**src/rtl/sram_ctrl_pkg.sv**
```systemverilog
// Shared definitions for the TCM SRAM request controller.
//   - access size encodings (SZ_B / SZ_H / SZ_W, SZ_X illegal)
//   - controller FSM state constants and enum
//   - load context carried from accept into the data-return cycle
//   - lane_mask(): byte-lane write mask for a given size/offset
package sram_ctrl_pkg;

  typedef logic [1:0] sz_t;
  localparam sz_t SZ_B = 2'b00;
  localparam sz_t SZ_H = 2'b01;
  localparam sz_t SZ_W = 2'b10;
  localparam sz_t SZ_X = 2'b11;

  localparam logic [1:0] ST_IDLE = 2'd0;
  localparam logic [1:0] ST_RD   = 2'd1;
  localparam logic [1:0] ST_RESP = 2'd2;

  typedef enum logic [1:0] {
    IDLE = ST_IDLE,
    RD   = ST_RD,
    RESP = ST_RESP
  } state_e;

  // What the data-return cycle needs to pick and extend the right lane.
  typedef struct packed {
    logic [1:0] off;
    sz_t        size;
    logic       uns;
  } ld_ctx_t;

  function automatic logic [3:0] lane_mask(input sz_t size, input logic [1:0] off);
    case (size)
      SZ_B:    lane_mask = 4'b0001 << off;
      SZ_H:    lane_mask = 4'b0011 << {off[1], 1'b0};
      SZ_W:    lane_mask = 4'b1111;
      default: lane_mask = 4'b0000;
    endcase
  endfunction

endpackage

```
**src/rtl/tcm_load_align.sv**
```systemverilog
// Load data alignment: picks the addressed byte/half out of an SRAM word
// and sign- or zero-extends it to 32 bits.
//   word : raw SRAM read word
//   off  : byte offset within the word (addr[1:0])
//   size : access size (SZ_B / SZ_H / SZ_W)
//   uns  : 1 = zero-extend, 0 = sign-extend
//   data : extended, LSB-justified result
module tcm_load_align
  import sram_ctrl_pkg::*;
(
  input  logic [31:0] word,
  input  logic [1:0]  off,
  input  sz_t         size,
  input  logic        uns,
  output logic [31:0] data
);

  logic [7:0]  b;
  logic [15:0] h;

  always_comb begin
    b = word[{off, 3'b000} +: 8];
    h = off[1] ? word[31:16] : word[15:0];
    case (size)
      SZ_B:    data = {{24{~uns & b[7]}}, b};
      SZ_H:    data = {{16{~uns & h[15]}}, h};
      default: data = word;
    endcase
  end

endmodule

```
**src/rtl/sram_req_ctrl.sv**
```systemverilog
// Request-side controller for the single-port TCM SRAM.
// Accepts one load/store at a time, checks size/alignment/range, drives the
// SRAM pins and returns extended load data or a store ack.
//   clk, rst           : clock, async active-high reset
//   req_*              : valid/ready request channel (addr, write, size, unsigned, wdata)
//   rsp_*              : valid/ready response channel (rdata, err)
//   ram_addr/din/we/wem: SRAM word address, write data, write enable, byte mask
//   ram_dout           : SRAM read data, one cycle after the address edge
module sram_req_ctrl
  import sram_ctrl_pkg::*;
#(
  parameter int              AW     = 32,
  parameter int              DP     = 512,
  parameter int              RAM_AW = 32,
  parameter logic [AW-1:0]   BASE   = '0
) (
  input  logic              clk,
  input  logic              rst,
  input  logic              req_valid,
  output logic              req_ready,
  input  logic [AW-1:0]     req_addr,
  input  logic              req_write,
  input  logic [1:0]        req_size,
  input  logic              req_unsigned,
  input  logic [31:0]       req_wdata,
  output logic              rsp_valid,
  input  logic              rsp_ready,
  output logic [31:0]       rsp_rdata,
  output logic              rsp_err,
  output logic [RAM_AW-1:0] ram_addr,
  output logic [31:0]       ram_din,
  output logic              ram_we,
  output logic [3:0]        ram_wem,
  input  logic [31:0]       ram_dout
);

  // Two extra bits so the byte limit never overflows the compare.
  localparam logic [AW+1:0] LIM = (AW+2)'(4 * DP);

  state_e            state;
  ld_ctx_t           ctx;
  logic              accept, err, legal_st;
  logic [AW-1:0]     off;
  logic [RAM_AW-1:0] idx, addr_q;
  logic [31:0]       rdata_q, ld_data;
  logic              err_q;

  // Held off during reset so nothing reaches the SRAM pins.
  assign req_ready = (state == IDLE) & ~rst;
  assign accept    = req_valid & req_ready;
  assign off       = req_addr - BASE;
  assign idx       = RAM_AW'(off >> 2);

  always_comb begin
    case (req_size)
      SZ_H:    err = req_addr[0];
      SZ_W:    err = |req_addr[1:0];
      SZ_X:    err = 1'b1;
      default: err = 1'b0;
    endcase
    if (req_addr < BASE || {2'b00, off} >= LIM) err = 1'b1;
  end

  assign legal_st = accept & req_write & ~err;
  assign ram_we   = legal_st;
  assign ram_wem  = legal_st ? lane_mask(req_size, req_addr[1:0]) : 4'b0000;

  always_comb begin
    ram_din = '0;
    if (legal_st) begin
      case (req_size)
        SZ_B:    ram_din = {4{req_wdata[7:0]}};
        SZ_H:    ram_din = {2{req_wdata[15:0]}};
        default: ram_din = req_wdata;
      endcase
    end
  end

  // Only legal accesses move the SRAM address; it parks otherwise.
  assign ram_addr = (accept & ~err) ? idx : addr_q;

  tcm_load_align u_align (
    .word (ram_dout),
    .off  (ctx.off),
    .size (ctx.size),
    .uns  (ctx.uns),
    .data (ld_data)
  );

  always_ff @(posedge clk or posedge rst) begin
    if (rst) begin
      state   <= IDLE;
      addr_q  <= '0;
      ctx     <= '0;
      rdata_q <= '0;
      err_q   <= 1'b0;
    end else begin
      case (state)
        IDLE: if (accept) begin
          if (!err) addr_q <= idx;
          rdata_q <= '0;
          err_q   <= err;
          ctx     <= '{off: req_addr[1:0], size: req_size, uns: req_unsigned};
          state   <= (err | req_write) ? RESP : RD;
        end
        RD: begin
          rdata_q <= ld_data;
          state   <= RESP;
        end
        RESP: if (rsp_ready) state <= IDLE;
        default: state <= IDLE;
      endcase
    end
  end

  assign rsp_valid = (state == RESP);
  assign rsp_rdata = rdata_q;
  assign rsp_err   = err_q;

endmodule
```
**config.mk**
```make
export PLATFORM = sky130hd
export DESIGN_NAME = sram_req_ctrl
export DESIGN_NICKNAME = d
export VERILOG_FILES = /design/src/rtl/sram_ctrl_pkg.sv /design/src/rtl/tcm_load_align.sv /design/src/rtl/sram_req_ctrl.sv
export SDC_FILE = /design/constraint.sdc
export NUM_CORES = 1
export LEC_CHECK = 0
export ABC_AREA = 1
export CORE_MARGIN = 2
export CORE_UTILIZATION = 41
export CTS_BUF_LIST = sky130_fd_sc_hd__clkbuf_8
export DETAILED_ROUTE_END_ITERATION = 10
export GPL_TIMING_DRIVEN = 0
export PLACE_DENSITY_LB_ADDON = 0.08
export SYNTH_ARGS = -nofsm -noshare
export SYNTH_HDL_FRONTEND = slang
export SYNTH_SLANG_ARGS = --single-unit
```
**constraint.sdc**
```tcl
create_clock -name clk -period 2.7 [get_ports clk]
set_clock_uncertainty 0.05 [all_clocks]
set_input_delay 0.54 -clock clk [delete_from_list [all_inputs] [get_ports clk]]
set_output_delay 0.54 -clock clk [all_outputs]
set_load 0.005 [all_outputs]
```
==> flow_summary.ini, run 1 <==
[run_status]
status = completed

[floorplanning]
die_y_um = 103
die_x_um = 103
ioPinCount = 208
start_util_pct = 41.9
design.core.area_um2 = 9680
die-area_um2 = 10700
rows = 36

[synthesis]
synth-seq-cells = 70
syn_inst = 606
syn_area_um2 = 4060
syn_avg_cell_area_um2 = 6.69
synth_top_area_cell = dfrtp_1
synth_area_leaders = dfrtp_1 (43%), nand2_1 (19%), nor2_1 (12%), inv_1 (5.6%), nand3_1 (3.8%)
synth_warnings = 0
netlist.area_leader.share_pct = 43.2
synthDistinctLibCells = 25
seq_area_frac_synth_pct = 43.2

[place]
hpwlAfterDp_mm = 10.4
port_buffers = 204
placed_cells = 944
routabilityCongestion = 0.916

[drt]
viasPerCell = 4.78
antenna_left = 0
drc = 0
wl_met3_mm = 1.11
met1Wirelength_mm = 5.38
drt_iter0_markers = 147
wl_met2_mm = 6.78
highest_layer = met4
wl_per_cell_um = 13.9
wirelength_mm = 13.7
dr.pass1.iters = 5
num_vias = 4719

[critical_path]
crit_family = buffers and inverters
crit_fanout = 6
cp.required_ps = 2110
crit_path_start_kind = input pin
path_class = in -> out
crit_arrival_ps = 2040
critPathCaptureType = output pin
crit_slowest_cell = clkdlybuf4s50_1
path_cells = clkdlybuf4s50_1 > nand2_2 > nor2_4 > nand2_8 > buf_6 > buf_8 > buf_6 > buf_6 > nor2_4 > buf_2
cpPeakStageDelay_ps = 490
crit_top_cell = buf_6
critPathBufInv = 6

[clock_network]
cts_tree = yes
insertion_delay_ps = 330
cts_hold_buf = 0
clock_path_buffers = 2
htreeDepth = 3
path_clk_slew_ps = 80
cts-root-buf = clkbuf_8
clock_sinks = 70
cts_made_buffers = 9

[finish]
area_growth_pct = 63.9
nFillCells = 834
layout_common_cells = nand2_1 (198), nor2_1 (125), clkdlybuf4s50_1 (113), dfrtp_1 (70), inv_1 (55)
fin_nets = 955
layout-drive-gt1-share_pct = 16.1
instances_no_fill = 988
num_antenna_cells = 0
layout_commonest_cell = nand2_1

[sta]
hold_violations = 0
hold_slack_ps = 424
grt_setup_unrepaired = yes
setup_violations = 0
fmax_ghz = 0.380
fin_crit_ps = 2630
tightest_slew_ps = 849
slew_headroom_pct = 43.4
finalCritPeriodShare_pct = 97.5
maxSlewViolCount = 0

[global_routing]
grt_pass1_vias = 4683
grt.overflow.total = 0
grt_max_degree = 71
antenna_found_initial = 0
grt_pass1_wl_mm = 21.5
grtUsageTotal_pct = 25.8

[power_and_ir_drop]
power.density_nw_per_um2 = 366
total_leakage_power_nw = 3.57
irDropWorstVdd_v = 0.000207

[run]
cap_violations = 0

[hold_path]
hp-class = reg -> reg
[layout make-up]
cell class	instances	area [µm²]	area share, %
plain buffers	28	201	3.03
clock buffers	9	124	1.86
clock inverters	6	38.8	0.583
inverters	64	263	3.95
multi-input cells	445	1970	29.6
flip-flops and latches	70	1750	26.3
well taps	133	166	2.50
repair buffers	233	2140	32.1
[where the power goes]
part | internal (mW) | switching [mW] | total (mW)
sequential | 1.07 | 0.0109 | 1.08
clock | 0.326 | 0.414 | 0.740
combinational | 0.267 | 0.349 | 0.616
[registers in the layout, indices dropped and copies added (netlist names)]
signal,cells
rsp_rdata,32
addr_q,30
ctx,5
state,2
rsp_err,1
[metrics by stage]
stage,utilization (%),power (mW),instance area (µm²),TNS (ps),worst slack (ps)
after global placement,64.7,1.69,6270,-87950,-806
final,68.7,2.43,6650,0,68.8
after detailed placement,64.8,1.70,6270,-33930,-619
after CTS,68.5,2.43,6630,-84.4,-28.6
after global routing,68.7,2.57,6650,-210,-63.2
after floorplan,-,1.44,4060,0,342
[worst paths after layout]
kind	start	to	slack [ps]	cells after the start
max	req_valid	ram_din[13]	70	10
min	addr_q[5]	addr_q[5]	420	2
max reg2reg	state[0]	rsp_rdata[31]	880	11
min reg2reg	addr_q[5]	addr_q[5]	420	2
max in group asynchronous	rst	rsp_rdata[12]	1530	2
min in group asynchronous	rst	addr_q[12]	520	2
[cells by family after synthesis]
logic type | synth area share [%]
flops | 43.2
buf+inv | 10.4
other cells | 0.0924
simple gates | 38.5
compound gates | 7.83
[synth_stat cells]
cell and count:
buf_6 7, inv_2 2, nand2_4 2, nor2_8 2, nand3_4 1, inv_6 1
a31oi_1 4, nand2_1 205, nand3_1 31, o21ai_0 26, conb_1 1, inv_1 60
dfrtp_1 70, nor2_4 1, o22ai_1 6, buf_1 1, inv_4 1, or2_1 1
nor2_2 4, clkbuf_1 13, a21oi_1 25, nor2_1 132, buf_4 3, nand2_2 3
buf_2 4
[metal layers]
layer | GRT usage, % | up-vias
li1 | - | 2334
met1 | 29.7 | 2152
met2 | 45.1 | 199
met3 | 6.99 | 34
met4 | 10.7 | 0
met5 | 0 | -
[worst register-to-register path, cell delays in order, from the launching register on]
cell	delay [ps]
dfrtp_1	370
inv_2	50
nand2_1	70
nor2_2	50
nand2_2	120
buf_4	130
buf_4	120
nand2_1	50
inv_1	150
clkbuf_1	420
nand2_1	120
nand2_1	90
[timing repair]
item	4_1_cts	5_1_grt
gates resized for setup	172	88
cloned	2	0
setup endpoints to repair	67	61
pin swaps	30	19
hold endpoints to repair	0	0
buffers inserted	23	5
Power figures use the tool's default switching activity.
==> inputs of run 2 (changes only) <==
--- a/config.mk
+++ b/config.mk
@@ -6,7 +6,8 @@
 export NUM_CORES = 1
 export LEC_CHECK = 0
 export ABC_AREA = 1
-export CORE_MARGIN = 2
+export CAP_MARGIN = 25
+export CORE_MARGIN = 8
 export CORE_UTILIZATION = 41
 export CTS_BUF_LIST = sky130_fd_sc_hd__clkbuf_8
 export DETAILED_ROUTE_END_ITERATION = 10
==> flow_summary.ini, run 2 (synthesis gave the netlist of run 1 again) <==
[run_status]
status = completed

[global_routing]
grt_pass1_wl_mm = 23.6
grt_pass1_vias = 4903
grtUsageTotal_pct = 22.2
antenna_found_initial = 2
gr-usage-met1_pct = 24.0
grtUsageMet3_pct = 9.07
use_met2_pct = 38.8
grt.overflow.total = 0
grt_most_used_layer = met2
grt_max_degree = 71

[critical_path]
crit_path_start_kind = input pin
crit_top_cell = buf_6
path_class = in -> out
critPathCaptureType = output pin
path_cells = clkdlybuf4s15_1 > or2_1 > nor2_2 > nand2_2 > nor2_8 > buf_12 > nand2_8 > buf_6 > buf_6 > nand2_4 > nand2_2 > buf_6
cpPeakStageDelay_ps = 240
crit_arrival_ps = 2030
cp.required_ps = 2110
crit_fanout = 4
crit_slowest_cell = or2_1

[sta]
setup_violations = 0
fin_ws_ps = 75.6
finalCritPeriodShare_pct = 97.2
fmax_ghz = 0.381
hold_violations = 0
tightest_slew_ps = 843
fin_crit_ps = 2620
setup_tns_ps = 0
slew_headroom_pct = 43.8
grt_setup_unrepaired = yes
maxSlewViolCount = 0

[clock_network]
clock_sinks = 70
clock_path_buffers = 2
cts_made_buffers = 9
cts_tree = yes
path_clk_slew_ps = 90
cts-root-buf = clkbuf_8
cts_hold_buf = 0
htreeDepth = 3
insertion_delay_ps = 330

[drt]
drc = 0
drt_iter0_markers = 218
dr.pass1.iters = 4
viasPerCell = 4.70
num_vias = 4643
wirelength_mm = 14.7
antenna_left = 0
wl_per_cell_um = 14.9

[run]
cap_violations = 0

[place]
routabilityCongestion = 0.892
pre_cts_ws_ps = -597
port_buffers = 204
hpwlAfterDp_mm = 11.5

[power_and_ir_drop]
total_leakage_power_nw = 3.65
power.density_nw_per_um2 = 407
irDropWorstVdd_v = 0.000280

[hold_path]
hp-class = in -> async

[floorplanning]
rows = 36
die_x_um = 115
design.core.area_um2 = 9680
die_y_um = 115
ioPinCount = 208
start_util_pct = 41.9
die-area_um2 = 13300

[finish]
area_growth_pct = 66.1
nFillCells = 849
layout_commonest_cell = nand2_1
layout-drive-gt1-share_pct = 14.8
largest_register_ff_count = 32
layout_common_cells = nand2_1 (195), nor2_1 (129), clkdlybuf4s50_1 (112), dfrtp_1 (70), inv_1 (57)
fin_nets = 951
[run 2: cell types whose count changed in the layout (fill, tap and decap cells not counted), sizes merged]
cell | previous run | this run
clkinv | 4 | 2
clkinvlp | 2 | 0
bufbuf | 0 | 1
clkdlybuf4s15 | 18 | 31
dlygate4sd2 | 14 | 29
diode | 0 | 2
buf | 61 | 69
bufinv | 0 | 3
clkdlybuf4s50 | 113 | 112
dlymetal6s2s | 17 | 1
clkbuf | 47 | 24
inv | 64 | 65
[run 2: cell type report]
class                      instances  area (µm²)  share of cell area (%)
buffer                            28         196                    2.91
clock inverter                     6         116                    1.73
tap                              133         166                    2.47
multi-input combinational        445        1980                    29.3
antenna                            2        5.00                  0.0743
sequential                        70        1750                    26.0
inverter                          64         255                    3.79
clock buffer                      10         138                    2.04
timing repair buffer             229        2130                    31.7
[run 2: repair_timing]
action,4_1_cts,5_1_grt
setup endpoints to repair,67,49
pin swaps,32,23
cloned,5,0
setup buffers,18,3
resized for setup,246,21
[run 2: layer usage]
metal / share of wire, % / wire length, µm / up-vias
li1: - / - / 2332
met1: 39 / 5690 / 2094
met2: 49 / 7200 / 192
met3: 9.9 / 1450 / 25
met4: 2.2 / 328 / 0
met5: 0 / 0 / -
[run 2: stage by stage]
| stage | std cells | power, mW | hold WS, ps | area (µm²) | utilization, % |
|---|---|---|---|---|---|
| after floorplan | 607 | 1.44 | 387 | 4060 | - |
| final | 987 | 2.74 | 389 | 6740 | 69.6 |
| after global routing | 987 | 2.89 | 445 | 6740 | 69.6 |
| after global placement | 944 | 1.69 | 400 | 6270 | 64.7 |
| after CTS | 983 | 2.76 | 427 | 6680 | 69.0 |
| after detailed placement | 944 | 1.70 | 406 | 6270 | 64.8 |
[run 2: worst max-delay path: cells and delay by family]
family	cells	cell delay [ps]
buffers and inverters	5	650
AND/OR/NAND/NOR	7	830
[run 2: worst paths after layout]
check,start,end,slack [ps],cells past startpoint
setup / recovery,req_addr[14],ram_addr[2],80,12
hold / removal,rst,addr_q[0],390,2
setup reg to reg,state[1],rsp_rdata[12],950,7
hold reg to reg,addr_q[6],addr_q[6],430,2
max in group asynchronous,rst,rsp_rdata[20],1650,2
min in group clk,addr_q[6],addr_q[6],430,2
[run 2: power breakdown]
part	leakage [nW]	internal (mW)	switching, mW	total (mW)
combinational	2.67	0.265	0.347	0.612
clock	0.127	0.646	0.409	1.05
sequential	0.857	1.07	0.0104	1.08
total	3.65	1.98	0.766	2.74
